File: src/rtl/div_clk_monitor_if.sv
// Port bundle for div_clk_monitor: the divided clock and programmed ratio in,
// ticks and measurements out.
interface div_clk_monitor_if #(
  parameter int unsigned CNT_W = 31
);
  logic             clk_in;
  logic [CNT_W-1:0] expect_period;
  logic             tick_rise;
  logic             tick_fall;
  logic [CNT_W-1:0] period;
  logic [CNT_W-1:0] high_time;
  logic             period_valid;
  logic             mismatch;
  logic             stalled;
  logic [31:0]      edge_count;

  modport master (
    output clk_in, expect_period,
    input  tick_rise, tick_fall, period, high_time, period_valid,
           mismatch, stalled, edge_count
  );

  modport slave (
    input  clk_in, expect_period,
    output tick_rise, tick_fall, period, high_time, period_valid,
           mismatch, stalled, edge_count
  );
endinterface

File: src/rtl/div_clk_monitor.sv
// Synchronises a divided clock into clk_100MHz, emits edge ticks, and measures
// period / high time against the programmed divide ratio with stall detection.
module div_clk_monitor #(
  parameter int unsigned SYNC_STAGES = 2,
  parameter int unsigned CNT_W       = 31,
  parameter int unsigned STALL_LIMIT = 1 << 20
) (
  input logic              clk_100MHz,
  input logic              rst_n,
  div_clk_monitor_if.slave bus
);

  localparam logic [CNT_W-1:0] CNT_MAX   = '1;
  localparam logic [CNT_W-1:0] STALL_CNT = CNT_W'(STALL_LIMIT);

  typedef enum logic [1:0] {
    ACQUIRE = 2'd0,
    MEASURE = 2'd1,
    RESYNC  = 2'd2
  } state_e;

  state_e                 state_q, state_d;
  logic [SYNC_STAGES-1:0] sync_q, sync_d;
  logic                   s_prev_q, s_prev_d;
  logic [CNT_W-1:0]       cnt_q, cnt_d;
  logic [CNT_W-1:0]       exp_q, exp_d;
  logic [CNT_W-1:0]       period_q, period_d;
  logic [CNT_W-1:0]       high_time_q, high_time_d;
  logic                   tick_rise_q, tick_rise_d;
  logic                   tick_fall_q, tick_fall_d;
  logic                   period_valid_q, period_valid_d;
  logic                   mismatch_q, mismatch_d;
  logic                   stalled_q, stalled_d;
  logic [31:0]            edge_count_q, edge_count_d;

  logic rise_c, fall_c, chg_c, stall_c;

  always_ff @(posedge clk_100MHz or negedge rst_n) begin
    if (!rst_n) begin
      state_q        <= ACQUIRE;
      sync_q         <= '0;
      s_prev_q       <= 1'b0;
      cnt_q          <= '0;
      exp_q          <= '0;
      period_q       <= '0;
      high_time_q    <= '0;
      tick_rise_q    <= 1'b0;
      tick_fall_q    <= 1'b0;
      period_valid_q <= 1'b0;
      mismatch_q     <= 1'b0;
      stalled_q      <= 1'b0;
      edge_count_q   <= '0;
    end else begin
      state_q        <= state_d;
      sync_q         <= sync_d;
      s_prev_q       <= s_prev_d;
      cnt_q          <= cnt_d;
      exp_q          <= exp_d;
      period_q       <= period_d;
      high_time_q    <= high_time_d;
      tick_rise_q    <= tick_rise_d;
      tick_fall_q    <= tick_fall_d;
      period_valid_q <= period_valid_d;
      mismatch_q     <= mismatch_d;
      stalled_q      <= stalled_d;
      edge_count_q   <= edge_count_d;
    end
  end

  // Ratio reprogramming takes priority over stall, which takes priority over measuring.
  always_comb begin
    rise_c  = sync_q[SYNC_STAGES-1] & ~s_prev_q;
    fall_c  = ~sync_q[SYNC_STAGES-1] & s_prev_q;
    chg_c   = (bus.expect_period != exp_q);
    stall_c = (cnt_q == STALL_CNT) && !rise_c && !fall_c;

    sync_d         = {sync_q[SYNC_STAGES-2:0], bus.clk_in};
    s_prev_d       = sync_q[SYNC_STAGES-1];
    state_d        = state_q;
    exp_d          = exp_q;
    period_d       = period_q;
    high_time_d    = high_time_q;
    tick_rise_d    = rise_c;
    tick_fall_d    = fall_c;
    period_valid_d = 1'b0;
    mismatch_d     = mismatch_q;
    stalled_d      = stalled_q;
    edge_count_d   = edge_count_q;

    if (rise_c) begin
      cnt_d = CNT_W'(1);
    end else if (cnt_q == CNT_MAX) begin
      cnt_d = cnt_q;
    end else begin
      cnt_d = cnt_q + CNT_W'(1);
    end

    if (rise_c) begin
      edge_count_d = edge_count_q + 32'd1;
      stalled_d    = 1'b0;
    end

    if (chg_c) begin
      state_d    = RESYNC;
      exp_d      = bus.expect_period;
      mismatch_d = 1'b0;
    end else if (stall_c) begin
      state_d   = ACQUIRE;
      stalled_d = 1'b1;
    end else begin
      case (state_q)
        ACQUIRE, RESYNC: begin
          if (rise_c) state_d = MEASURE;
        end
        MEASURE: begin
          if (rise_c) begin
            period_d       = cnt_q;
            period_valid_d = 1'b1;
            mismatch_d     = (bus.expect_period >= CNT_W'(2)) && (cnt_q != bus.expect_period);
          end else if (fall_c) begin
            high_time_d = cnt_q;
          end
        end
        default: state_d = ACQUIRE;
      endcase
    end
  end

  assign bus.tick_rise    = tick_rise_q;
  assign bus.tick_fall    = tick_fall_q;
  assign bus.period       = period_q;
  assign bus.high_time    = high_time_q;
  assign bus.period_valid = period_valid_q;
  assign bus.mismatch     = mismatch_q;
  assign bus.stalled      = stalled_q;
  assign bus.edge_count   = edge_count_q;

endmodule
File: src/flat_wrapper.sv
// flat-port wrapper written by rule: the top's interface ports become plain ports
module div_clk_monitor_flat 
#(
  parameter int unsigned SYNC_STAGES = 2,
  parameter int unsigned CNT_W       = 31,
  parameter int unsigned STALL_LIMIT = 1 << 20
)
  (clk_100MHz, rst_n, bus_clk_in, bus_expect_period, bus_tick_rise, bus_tick_fall, bus_period, bus_high_time, bus_period_valid, bus_mismatch, bus_stalled, bus_edge_count);
  div_clk_monitor_if #(.CNT_W(CNT_W)) bus_i ();
  input logic clk_100MHz;
  input logic rst_n;
  input wire logic [$bits(bus_i.clk_in)-1:0] bus_clk_in;
  input wire logic [$bits(bus_i.expect_period)-1:0] bus_expect_period;
  output wire logic [$bits(bus_i.tick_rise)-1:0] bus_tick_rise;
  output wire logic [$bits(bus_i.tick_fall)-1:0] bus_tick_fall;
  output wire logic [$bits(bus_i.period)-1:0] bus_period;
  output wire logic [$bits(bus_i.high_time)-1:0] bus_high_time;
  output wire logic [$bits(bus_i.period_valid)-1:0] bus_period_valid;
  output wire logic [$bits(bus_i.mismatch)-1:0] bus_mismatch;
  output wire logic [$bits(bus_i.stalled)-1:0] bus_stalled;
  output wire logic [$bits(bus_i.edge_count)-1:0] bus_edge_count;
  assign bus_i.clk_in = bus_clk_in;
  assign bus_i.expect_period = bus_expect_period;
  assign bus_tick_rise = bus_i.tick_rise;
  assign bus_tick_fall = bus_i.tick_fall;
  assign bus_period = bus_i.period;
  assign bus_high_time = bus_i.high_time;
  assign bus_period_valid = bus_i.period_valid;
  assign bus_mismatch = bus_i.mismatch;
  assign bus_stalled = bus_i.stalled;
  assign bus_edge_count = bus_i.edge_count;
  div_clk_monitor #(.SYNC_STAGES(SYNC_STAGES), .CNT_W(CNT_W), .STALL_LIMIT(STALL_LIMIT)) u_core (.clk_100MHz(clk_100MHz), .rst_n(rst_n), .bus(bus_i));
endmodule
File: config.mk
export PLATFORM = sky130hd
export DESIGN_NAME = div_clk_monitor_flat
export DESIGN_NICKNAME = d
export VERILOG_FILES = /design/src/rtl/div_clk_monitor_if.sv /design/src/rtl/div_clk_monitor.sv /design/src/flat_wrapper.sv
export SDC_FILE = /design/constraint.sdc
export NUM_CORES = 1
export LEC_CHECK = 0
export CAP_MARGIN = 20
export CORE_MARGIN = 2
export CORE_UTILIZATION = 49
export CTS_BUF_LIST = sky130_fd_sc_hd__clkbuf_8 sky130_fd_sc_hd__clkbuf_16
export DETAILED_ROUTE_END_ITERATION = 8
export PLACE_DENSITY = 0.84
export SLEW_MARGIN = 10
export SYNTH_ARGS = -nofsm -noshare
export SYNTH_HDL_FRONTEND = slang
export SYNTH_SLANG_ARGS = --single-unit
export TNS_END_PERCENT = 30
File: constraint.sdc
create_clock -name clk_100MHz -period 2.47 [get_ports clk_100MHz]
set_clock_uncertainty 0.15 [all_clocks]
set_input_delay 0.494 -clock clk_100MHz [delete_from_list [all_inputs] [get_ports clk_100MHz]]
set_output_delay 0.494 -clock clk_100MHz [all_outputs]
set_load 0.02 [all_outputs]
==> flow_summary.yaml, run 1 <==
timing:
  finalMaxSlewViolations: 0
  min_period_ns: 2.421
  timing.fmax_mhz: 413.0
  rsz0062_at_grt: "no"
  fin_crit_sh: 0.9802
  finalHoldViolCount: 0
  slew_headroom: 0.6538
  worst_pin_slew_ns: 0.5146
  setup_viol: 0
  fin_setup_tns_ns: 0
yosys:
  seq_area_frac_synth: 0.5486
  syn_nets: 699
  netlist_instances: 662
  synth_cell_types: 42
  ys_warn_count: 0
  synth.largest_area_cell: "dfrtp_1"
  synth_ff_type: "dfrtp_1"
  netlist.area_leader.share: 0.5486
  synth_edf_count: 0
  synthTopCellsByArea: "dfrtp_1 (55%), xnor2_1 (11%), mux2_2 (9.2%), nand4_1 (2.9%), clkbuf_1 (2.7%)"
  synth_commonest_cells: "dfrtp_1 (166), xnor2_1 (94), mux2_2 (62), clkbuf_1 (54), nand4_1 (35)"
  yosysMostFrequentCell: "dfrtp_1"
  syn_avg_cell_area_sq_um: 11.44
  synthArstFlopShare: 1.000
  synth_area_sq_um: 7572
  yosys_register_bits: 166
finish:
  fin_cells: 1019
  syn_to_final_growth_pct: 33.71
  seq_area_sq_um: 4154
  insertedDiodeCount: 0
  fillers: 1078
  fin_util: 0.6685
  multiInputGateArea_sq_um: 3075
  nNetsFinal: 855
  stdcell_area_sq_um: 10120
  final_layout_size_suffix_gt1_frac: 0.2142
setup_path:
  cpPeakStageDelay_ns: 0.50
  path_max_fanout: 12
  critPathCapture: "u_core.bus.high_time[5]"
  rr_worst_depth: 5
  crit_start: "bus_expect_period[23]"
  critPathArrivalTime_ns: 2.57
  cp_slowest_cell: "clkdlybuf4s50_1"
  r2r-start: "u_core.cnt_q[11]"
  crit_path_cell_trace: "clkdlybuf4s50_1, xnor2_1, nand4_1, nor4_1, buf_4, nand4_1, buf_4, mux2_2"
  cp-end-kind: "flip-flop"
  ff2ff_setup_slack_ns: 0.16
  regToRegEndpoint: "u_core.cnt_q[26]"
  start_kind: "input pin"
  path_class: "in -> reg"
  cp.required_ns: 2.62
clocking:
  h-tree-depth: 4
  post_cts.repair.setup_buffers: 0
  clk_latency_ns: 0.43
  cts_sinks: 166
  cts_tree: "built"
  cts_max_path_buffers: 2
  cts_made_buffers: 17
  clk_pin_slew_ns: 0.06
  cts_root_buffer: "clkbuf_16"
run:
  drv_cap: 0
floorplan:
  core-area_sq_um: 15150
  boundaryPins: 133
  dieHeight_microns: 128.3
  dieWidth_microns: 128.3
  start_util: 0.5000
  die_area_sq_um: 16460
  rows: 45
grt:
  grt_pass1_vias: 6191
  grt_max_degree: 52
  grt_antenna_before_repair: 0
  grt_usage: 0.2529
  gr-total-overflow: 0
  grt_pass1_wl_microns: 32330
placed_design:
  portBuffers: 132
  gp_congestion: 0.9653
  placed_cell_area_sq_um: 9449
  post-dp-hpwl_microns: 14200
  place_inst: 986
outcome:
  outcome: "complete, no violations"
worst_hold_path:
  worstHoldPathType: "reg -> reg"
drt:
  first_pass_iters: 5
  vias_per_cell: 5.736
  routed_wl_microns: 19730
  post_drt_wl_per_cell_microns: 19.36
  ant_nets: 0
  vias: 5845
  remaining_drc_errors: 0
  drtIter0Drc: 437
power:
  power_leakage_uw: 0.004475
  powerDensity_nw_per_um2: 644.6
  ir_drop_mv: 0.5504
cells by family (layout without fill, tap and decap cells):
family	after synthesis	count (layout)	synth area share
AND/OR/NAND/NOR	189	189	0.1381
buffers and inverters	86	255	0.04676
multiplexers	64	64	0.09484
XOR/XNOR	111	111	0.1284
adder cells (fa/ha/maj)	3	3	0.004958
AO/OA/AOI/OAI	43	43	0.03834
flip-flops	166	166	0.5486
timing repair:
item | 4_1_cts | 5_1_grt
gates resized for setup | 0 | 2
hold buffers | 1 | 0
endpoints found under the setup margin | 0 | 12
hold endpoints to repair | 37 | 0
critical path: cells and delay by family:
kind	cells	cell delay, ns
buffers and inverters	3	0.93
AND/OR/NAND/NOR	3	0.62
multiplexers	1	0.29
XOR/XNOR	1	0.24
through the flow:
stage | hold WS (ns) | setup WS (ns) | power (uW)
floorplan | 0.04841 | 0.2832 | 3284
global placement | 0.2113 | -0.3174 | 3618
detailed placement | 0.2209 | -0.3515 | 3649
CTS | 0.2210 | 0.07177 | 6564
global route | 0.2232 | 0.01743 | 6754
finish | 0.2064 | 0.04898 | 6527
sequential cells by signal (all words and copies together), names as in the netlist:
signal	count
u_core.bus.stalled	1
u_core.bus.tick_fall	1
u_core.bus.edge_count	32
u_core.state_q	2
u_core.sync_q	2
u_core.bus.period_valid	1
u_core.bus.tick_rise	1
u_core.cnt_q	31
u_core.s_prev_q	1
u_core.bus.period	31
u_core.bus.high_time	31
u_core.bus.mismatch	1
u_core.exp_q	31
metal layers:
metal / global-route usage / part of all wire
met1: 0.3109 / 0.40
met2: 0.4368 / 0.51
met3: 0.06135 / 0.067
met4: 0.08920 / 0.023
met5: 0 / 0
worst min-delay path by stage:
| stage | to | cells past startpoint | slack [ns] | from |
|---|---|---|---|---|
| 3_3_place_gp | u_core.sync_q[1] | 0 | 0.21 | u_core.sync_q[0] |
| 6_report | u_core.sync_q[1] | 0 | 0.21 | u_core.sync_q[0] |
| 3_5_place_dp | u_core.sync_q[1] | 0 | 0.22 | u_core.sync_q[0] |
| 2_1_floorplan | u_core.bus.edge_count[0] | 0 | 0.05 | rst_n |
| 5_1_grt | u_core.sync_q[1] | 0 | 0.22 | u_core.sync_q[0] |
| 4_1_cts | u_core.sync_q[1] | 0 | 0.22 | u_core.sync_q[0] |
cells in the final DEF, fill, tap and decap left out, drive strengths merged, types with 2 or more instances in the layout:
cell / n
inv: 14
nor2b: 2
a211oi: 2
clkbuf: 19
nor4: 23
nand3: 22
and2: 7
xnor2: 94
or4: 6
mux2i: 2
a31oi: 6
ha: 3
mux2: 62
o31ai: 6
nor3: 9
dfrtp: 166
o21ai: 8
nand4: 35
nor4b: 2
nand2: 30
clkdlybuf4s50: 131
clkinv: 5
nor2: 29
a21oi: 12
or3: 5
bufinv: 5
nand2b: 2
buf: 79
xor2: 17
and4: 8
and3: 8
power breakdown:
part | switching [uW] | leakage [uW] | internal (uW)
clock | 1070 | 0.000325 | 1850
sequential | 82.9 | 0.00222 | 2810
combinational | 373 | 0.00193 | 342
total | 1530 | 0.00447 | 5000
layout make-up:
class                      count  share of cell area
clock inverter                13             0.02002
timing repair buffer         211              0.1935
tap                          188             0.02323
inverter                      12            0.004449
multi-input combinational    410              0.3038
sequential                   166              0.4103
clock buffer                  19             0.04474
Power figures use the tool's default switching activity.
==> inputs of run 2 (changes only) <==
- CAP_MARGIN: 20 -> not set
==> results of run 2 <==
No change in the layout: final DEF, timing and power equal those of run 1.
